File: src/rtl/tipi_ti_reg_port.sv
// TI-99/4A expansion-bus register port for TIPI: synchronises the TI strobes,
// latches TD/TC writes and serves tear-free RD/RC reads.
module tipi_ti_reg_port #(
    parameter logic [15:0] ADDR_TC     = 16'h5FFF,
    parameter logic [15:0] ADDR_TD     = 16'h5FFD,
    parameter logic [15:0] ADDR_RC     = 16'h5FFB,
    parameter logic [15:0] ADDR_RD     = 16'h5FF9,
    parameter int          SYNC_STAGES = 2,
    parameter int          MIN_STROBE  = 2
) (
    input  logic        clk,
    input  logic        reset,
    input  logic        card_en,
    input  logic        ti_memen_n,
    input  logic        ti_we_n,
    input  logic        ti_dbin,
    input  logic [15:0] ti_a,
    input  logic [7:0]  ti_d_in,
    output logic [7:0]  ti_d_out,
    output logic        ti_d_oe,
    output logic [7:0]  TD,
    output logic [7:0]  TC,
    input  logic [7:0]  RD,
    input  logic [7:0]  RC,
    output logic        td_wr,
    output logic        tc_wr,
    output logic        rc_rd
);
    localparam int CNT_W  = $clog2(MIN_STROBE + 1);
    localparam int INIT_W = $clog2(SYNC_STAGES + 2);
    localparam logic [CNT_W-1:0]  MIN_CNT   = CNT_W'(MIN_STROBE);
    localparam logic [INIT_W-1:0] INIT_LOAD = INIT_W'(SYNC_STAGES + 1);

    typedef enum logic [2:0] {IDLE, WR_ARM, WR_HOLD, RD_HOLD, WAIT_IDLE} state_t;

    logic [SYNC_STAGES-1:0] we_sync_reg, memen_sync_reg, dbin_sync_reg;
    logic [INIT_W-1:0]      init_reg;
    state_t                 state_reg, state_next;
    logic [CNT_W-1:0]       cnt_reg, cnt_next;
    logic                   abort_reg, abort_next;
    logic                   rd_is_rc_reg, rd_is_rc_next;
    logic [15:0]            hold_a_reg, hold_a_next;
    logic [7:0]             hold_d_reg, hold_d_next;
    logic [7:0]             td_reg, td_next, tc_reg, tc_next;
    logic                   td_wr_reg, td_wr_next, tc_wr_reg, tc_wr_next;
    logic                   rc_rd_reg, rc_rd_next;
    logic [7:0]             snap_rd_reg, snap_rd_next, snap_rc_reg, snap_rc_next;

    logic we_s, memen_s, dbin_s, wr_acc, rd_acc, strobe_any, starting, rd_addr_hit;

    always_ff @(posedge clk or posedge reset) begin
        if (reset) begin
            we_sync_reg    <= '1;
            memen_sync_reg <= '1;
            dbin_sync_reg  <= '0;
        end else begin
            we_sync_reg    <= {we_sync_reg[SYNC_STAGES-2:0], ti_we_n};
            memen_sync_reg <= {memen_sync_reg[SYNC_STAGES-2:0], ti_memen_n};
            dbin_sync_reg  <= {dbin_sync_reg[SYNC_STAGES-2:0], ti_dbin};
        end
    end

    assign we_s        = we_sync_reg[SYNC_STAGES-1];
    assign memen_s     = memen_sync_reg[SYNC_STAGES-1];
    assign dbin_s      = dbin_sync_reg[SYNC_STAGES-1];
    assign wr_acc      = ~we_s & ~memen_s;
    assign rd_acc      = dbin_s & ~memen_s;
    assign strobe_any  = ~we_s | ~memen_s | dbin_s;
    assign rd_addr_hit = (ti_a == ADDR_RD) | (ti_a == ADDR_RC);
    // The synchronisers need SYNC_STAGES+1 cycles after reset before they show
    // the real bus; an access already in flight then must be waited out.
    assign starting    = (init_reg != '0);

    always_comb begin
        state_next    = state_reg;
        cnt_next      = cnt_reg;
        abort_next    = abort_reg;
        rd_is_rc_next = rd_is_rc_reg;
        hold_a_next   = hold_a_reg;
        hold_d_next   = hold_d_reg;
        td_next       = td_reg;
        tc_next       = tc_reg;
        td_wr_next    = 1'b0;
        tc_wr_next    = 1'b0;
        rc_rd_next    = 1'b0;
        snap_rd_next  = snap_rd_reg;
        snap_rc_next  = snap_rc_reg;
        case (state_reg)
            IDLE: begin
                snap_rd_next = RD;
                snap_rc_next = RC;
                abort_next   = 1'b0;
                if (starting) begin
                    if (strobe_any) state_next = WAIT_IDLE;
                end else if (wr_acc && card_en) begin
                    state_next = WR_ARM;
                    cnt_next   = '0;
                end else if (rd_acc && card_en && rd_addr_hit) begin
                    state_next    = RD_HOLD;
                    rd_is_rc_next = (ti_a == ADDR_RC);
                end
            end
            WR_ARM: begin
                if (!wr_acc || !card_en) begin
                    state_next = IDLE;
                end else if (cnt_reg + 1'b1 == MIN_CNT) begin
                    hold_a_next = ti_a;
                    hold_d_next = ti_d_in;
                    state_next  = WR_HOLD;
                end else begin
                    cnt_next = cnt_reg + 1'b1;
                end
            end
            WR_HOLD: begin
                if (!card_en) abort_next = 1'b1;
                if (we_s) begin
                    state_next = IDLE;
                    if (card_en && !abort_reg) begin
                        if (hold_a_reg == ADDR_TD) begin
                            td_next    = hold_d_reg;
                            td_wr_next = 1'b1;
                        end else if (hold_a_reg == ADDR_TC) begin
                            tc_next    = hold_d_reg;
                            tc_wr_next = 1'b1;
                        end
                    end
                end
            end
            RD_HOLD: begin
                if (!card_en) abort_next = 1'b1;
                if (!dbin_s) begin
                    state_next = IDLE;
                    rc_rd_next = rd_is_rc_reg & card_en & ~abort_reg;
                end
            end
            WAIT_IDLE: begin
                if (we_s && !dbin_s && memen_s) state_next = IDLE;
            end
            default: state_next = IDLE;
        endcase
    end

    always_ff @(posedge clk or posedge reset) begin
        if (reset) begin
            init_reg     <= INIT_LOAD;
            state_reg    <= IDLE;
            cnt_reg      <= '0;
            abort_reg    <= 1'b0;
            rd_is_rc_reg <= 1'b0;
            hold_a_reg   <= '0;
            hold_d_reg   <= '0;
            td_reg       <= '0;
            tc_reg       <= '0;
            td_wr_reg    <= 1'b0;
            tc_wr_reg    <= 1'b0;
            rc_rd_reg    <= 1'b0;
            snap_rd_reg  <= '0;
            snap_rc_reg  <= '0;
        end else begin
            if (starting) init_reg <= init_reg - 1'b1;
            state_reg    <= state_next;
            cnt_reg      <= cnt_next;
            abort_reg    <= abort_next;
            rd_is_rc_reg <= rd_is_rc_next;
            hold_a_reg   <= hold_a_next;
            hold_d_reg   <= hold_d_next;
            td_reg       <= td_next;
            tc_reg       <= tc_next;
            td_wr_reg    <= td_wr_next;
            tc_wr_reg    <= tc_wr_next;
            rc_rd_reg    <= rc_rd_next;
            snap_rd_reg  <= snap_rd_next;
            snap_rc_reg  <= snap_rc_next;
        end
    end

    // Output enable and read mux work from the raw bus so the TI sees data
    // within its access window; only the data source is synchronised.
    assign ti_d_oe = card_en & ~ti_memen_n & ti_dbin & rd_addr_hit;

    always_comb begin
        ti_d_out = '0;
        if (ti_a == ADDR_RC)      ti_d_out = snap_rc_reg;
        else if (ti_a == ADDR_RD) ti_d_out = snap_rd_reg;
    end

    assign TD    = td_reg;
    assign TC    = tc_reg;
    assign td_wr = td_wr_reg;
    assign tc_wr = tc_wr_reg;
    assign rc_rd = rc_rd_reg;
endmodule
File: config.mk
export PLATFORM = sky130hd
export DESIGN_NAME = tipi_ti_reg_port
export DESIGN_NICKNAME = d
export VERILOG_FILES = /design/src/rtl/tipi_ti_reg_port.sv
export SDC_FILE = /design/constraint.sdc
export NUM_CORES = 1
export LEC_CHECK = 0
export CORE_MARGIN = 8
export CORE_UTILIZATION = 54
export CTS_BUF_LIST = sky130_fd_sc_hd__clkbuf_16
export CTS_CLUSTER_SIZE = 24
export DETAILED_ROUTE_END_ITERATION = 8
export PLACE_DENSITY = 0.86
export SLEW_MARGIN = 5
export SYNTH_ARGS = -nofsm -noshare
export SYNTH_HDL_FRONTEND = slang
export SYNTH_SLANG_ARGS = --single-unit
File: constraint.sdc
create_clock -name clk -period 5.19 [get_ports clk]
set_clock_uncertainty 0.1 [all_clocks]
set_input_delay 0.519 -clock clk [delete_from_list [all_inputs] [get_ports clk]]
set_output_delay 0.519 -clock clk [all_outputs]
set_load 0.03 [all_outputs]
==> impl_metrics.sql <==
INSERT INTO impl_metrics (metric_group, metric, value, unit) VALUES
('cells_and_area', 'antennaDiodeCount', '0', ''),
('clocking', 'clkSinkCount', '74', ''),
('routing', 'ant_nets', '0', ''),
('yosys', 'synth_cell_types', '44', ''),
('yosys', 'syn_area_per_cell', '14.1', 'µm²'),
('sta', 'clock.fmax', '287', 'MHz'),
('yosys', 'yosys_warnings', '0', ''),
('critical_path', 'rr_worst_depth', '4', ''),
('pwr', 'power_leakage', '1.94', 'nW'),
('sta', 'final_setup_viols', '0', ''),
('clocking', 'cts_setup_buffers', '0', ''),
('outcome', 'run_status', 'finished clean', ''),
('floorplanning', 'initial_core_util', '0.553', ''),
('placement', 'detailedPlace.worstSlack', '1.71', 'ns'),
('yosys', 'post_synth_fa_ha_maj_area_fraction', '0.00769', ''),
('cells_and_area', 'final_area', '0.00432', 'mm²'),
('routing', 'avgViaCountPerCell', '5.45', ''),
('cells_and_area', 'drive_above_1_share', '0.267', ''),
('worst_hold_path', 'min_delay_worst_endpoint', 'dbin_sync_reg[1]', ''),
('yosys', 'ys_dominant_reg_cell', 'dfrtp_1', ''),
('routing', 'detail_route.wirelength', '6770', 'µm'),
('run', 'max_cap_viol_count', '0', ''),
('routing', 'residual_drc', '0', ''),
('worst_hold_path', 'timing.hold.worst.class', 'register to register', ''),
('critical_path', 'critical_path.max_fanout', '9', ''),
('sta', 'finalCritPeriodShare', '0.670', ''),
('yosys', 'synth_enable_flop_cells', '0', ''),
('yosys', 'synth-async-reset-ratio', '1.00', ''),
('routing', 'wire_per_inst', '17.5', 'µm'),
('yosys', 'synth.yosys.seq_area_share', '0.571', ''),
('yosys', 'yosys-mux-area-fraction', '0.228', ''),
('global_routing', 'grt_first_pass_wirelength', '11100', 'µm'),
('clocking', 'clk_latency', '0.33', 'ns'),
('floorplanning', 'chipWidth', '93.6', 'µm'),
('routing', '1st_pass_router_iterations', '4', ''),
('yosys', 'synth_compound_area_frac', '0.0331', ''),
('cells_and_area', 'layout.filler_cells', '409', ''),
('sta', 'setup_repair_after_global_routing_missed_its_margin', 'false', ''),
('yosys', 'postSynthRegisterBits', '74', ''),
('clocking', 'cts-buffers-inserted', '9', ''),
('clocking', 'cts.reportedPaths.clkPinSlew', '0.06', 'ns'),
('cells_and_area', 'layout.nets', '354', ''),
('yosys', 'area_leader_netlist', 'dfrtp_1', ''),
('clocking', 'cts_root_buffer', 'clkbuf_16', ''),
('critical_path', 'timing.setup.critical_path_class', 'input port to output port', ''),
('critical_path', 'worstPathArrival', '2.86', 'ns'),
('placement', 'count_of_buffers_from_port_buffering', '73', ''),
('global_routing', 'first_global_vias', '2232', ''),
('placement', 'hpwl', '4870', 'µm'),
('global_routing', 'grt.total_usage', '0.163', ''),
('clocking', 'cts_tree', 'built', ''),
('clocking', 'cts_max_level', '3', ''),
('sta', 'hold_violations', '0', ''),
('floorplanning', 'core_area', '0.00589', 'mm²'),
('critical_path', 'worst_setup_path_end_kind', 'output port', ''),
('cells_and_area', 'flow.area_growth_from_synthesis', '32.8', '%'),
('critical_path', 'reg2reg_to', 'rd_is_rc_reg', ''),
('placement', 'place.gp.congestion', '0.870', ''),
('clocking', 'cts_repair_resize_count', '0', ''),
('clocking', 'ctsLongestPathBuffers', '2', ''),
('yosys', 'leading_post_synthesis_cells_by_cell_area', 'dfrtp_1 (52%), mux2_2 (17%), dfstp_2 (4.8%), mux2_1 (3.5%), mux2i_1 (2.8%)', ''),
('cells_and_area', 'flip_flop_count_of_the_largest_register_after_layout', '16', ''),
('routing', 'vias', '2105', ''),
('critical_path', 'start_kind', 'input port', ''),
('global_routing', 'largest_net_degree_at_the_start_of_global_routing', '40', ''),
('yosys', 'post_synth_xor_area_fraction', '0.00269', ''),
('global_routing', 'globalRouteOverflowTotal', '0', ''),
('sta', 'fin_crit', '3.48', 'ns'),
('critical_path', 'worstReg2RegStart', 'state_reg[0]', ''),
('yosys', 'post_synth_instance_area', '0.00325', 'mm²'),
('yosys', 'main_combinational_cell_family_by_area_after_synthesis', 'multiplexers', '');
cell families (layout without fill, tap and decap cells):
group           count (synthesis)  after routing
xor+xnor                        1              1
flops                          74             74
compound gates                 14             14
mux                            67             67
simple gates                   56             56
fa+ha+maj                       2              2
buf+inv                        16             97
critical path, stage by stage:
cell,delay (ns)
clkdlybuf4s50_1,0.42
nand4b_1,0.20
or4_1,0.75
nor3_1,0.25
clkdlybuf4s50_1,0.70
where the power goes:
part	switching [W]	internal, W	leakage (nW)
sequential	0.0000993	0.000702	0.965
combinational	0.000136	0.000208	0.835
clock	0.000230	0.000371	0.143
synth_stat cells, drive strengths merged (2+ instances only):
cell type	instances
nor4	3
nand3b	3
nor3	6
inv	7
nor3b	3
ha	2
o21ai	4
nor2	14
a211oi	2
nand3	4
buf	7
clkbuf	2
nand4b	4
dfstp	6
and3b	2
mux2	58
nand4	2
mux2i	9
dfrtp	68
nand2	9
a2111oi	2
metrics by stage:
stage                     hold slack (ns)  power (W)  std cells  utilization
final                               0.248    0.00175        386        0.734
after global routing                0.257    0.00184        386        0.734
after CTS                           0.249    0.00176        386        0.734
after detailed placement            0.236    0.00116        370        0.684
after global placement              0.233    0.00114        370        0.684
after floorplan                     0.231    0.00107        230            -
area by class of cell:
class                      instances  area, µm²  share of cell area
clock buffer                       9        225              0.0521
timing repair buffer              74        738               0.171
tap                               75       93.8              0.0217
multi-input combinational        140       1310               0.303
inverter                           7       26.3             0.00608
clock inverter                     7       68.8              0.0159
sequential                        74       1860               0.430
worst max-delay path by stage:
| stage | from | endpoint | slack (ns) |
|---|---|---|---|
| detailed placement | ti_a[15] | ti_d_oe | 1.71 |
| floorplan | ti_a[15] | ti_d_oe | 2.48 |
| global placement | ti_a[13] | ti_d_oe | 1.73 |
| global route | ti_a[7] | ti_d_oe | 1.57 |
| CTS | ti_a[15] | ti_d_oe | 1.69 |
| finish | ti_a[15] | ti_d_oe | 1.71 |
layer usage:
metal / wire (µm) / GRT usage / up-vias
met5: 0 / 0 / -
met3: 566 / 0.0585 / 6
met1: 2710 / 0.195 / 1052
met2: 3430 / 0.267 / 66
met4: 61 / 0.0555 / 0
li1: - / - / 981
Power figures use the tool's default switching activity.
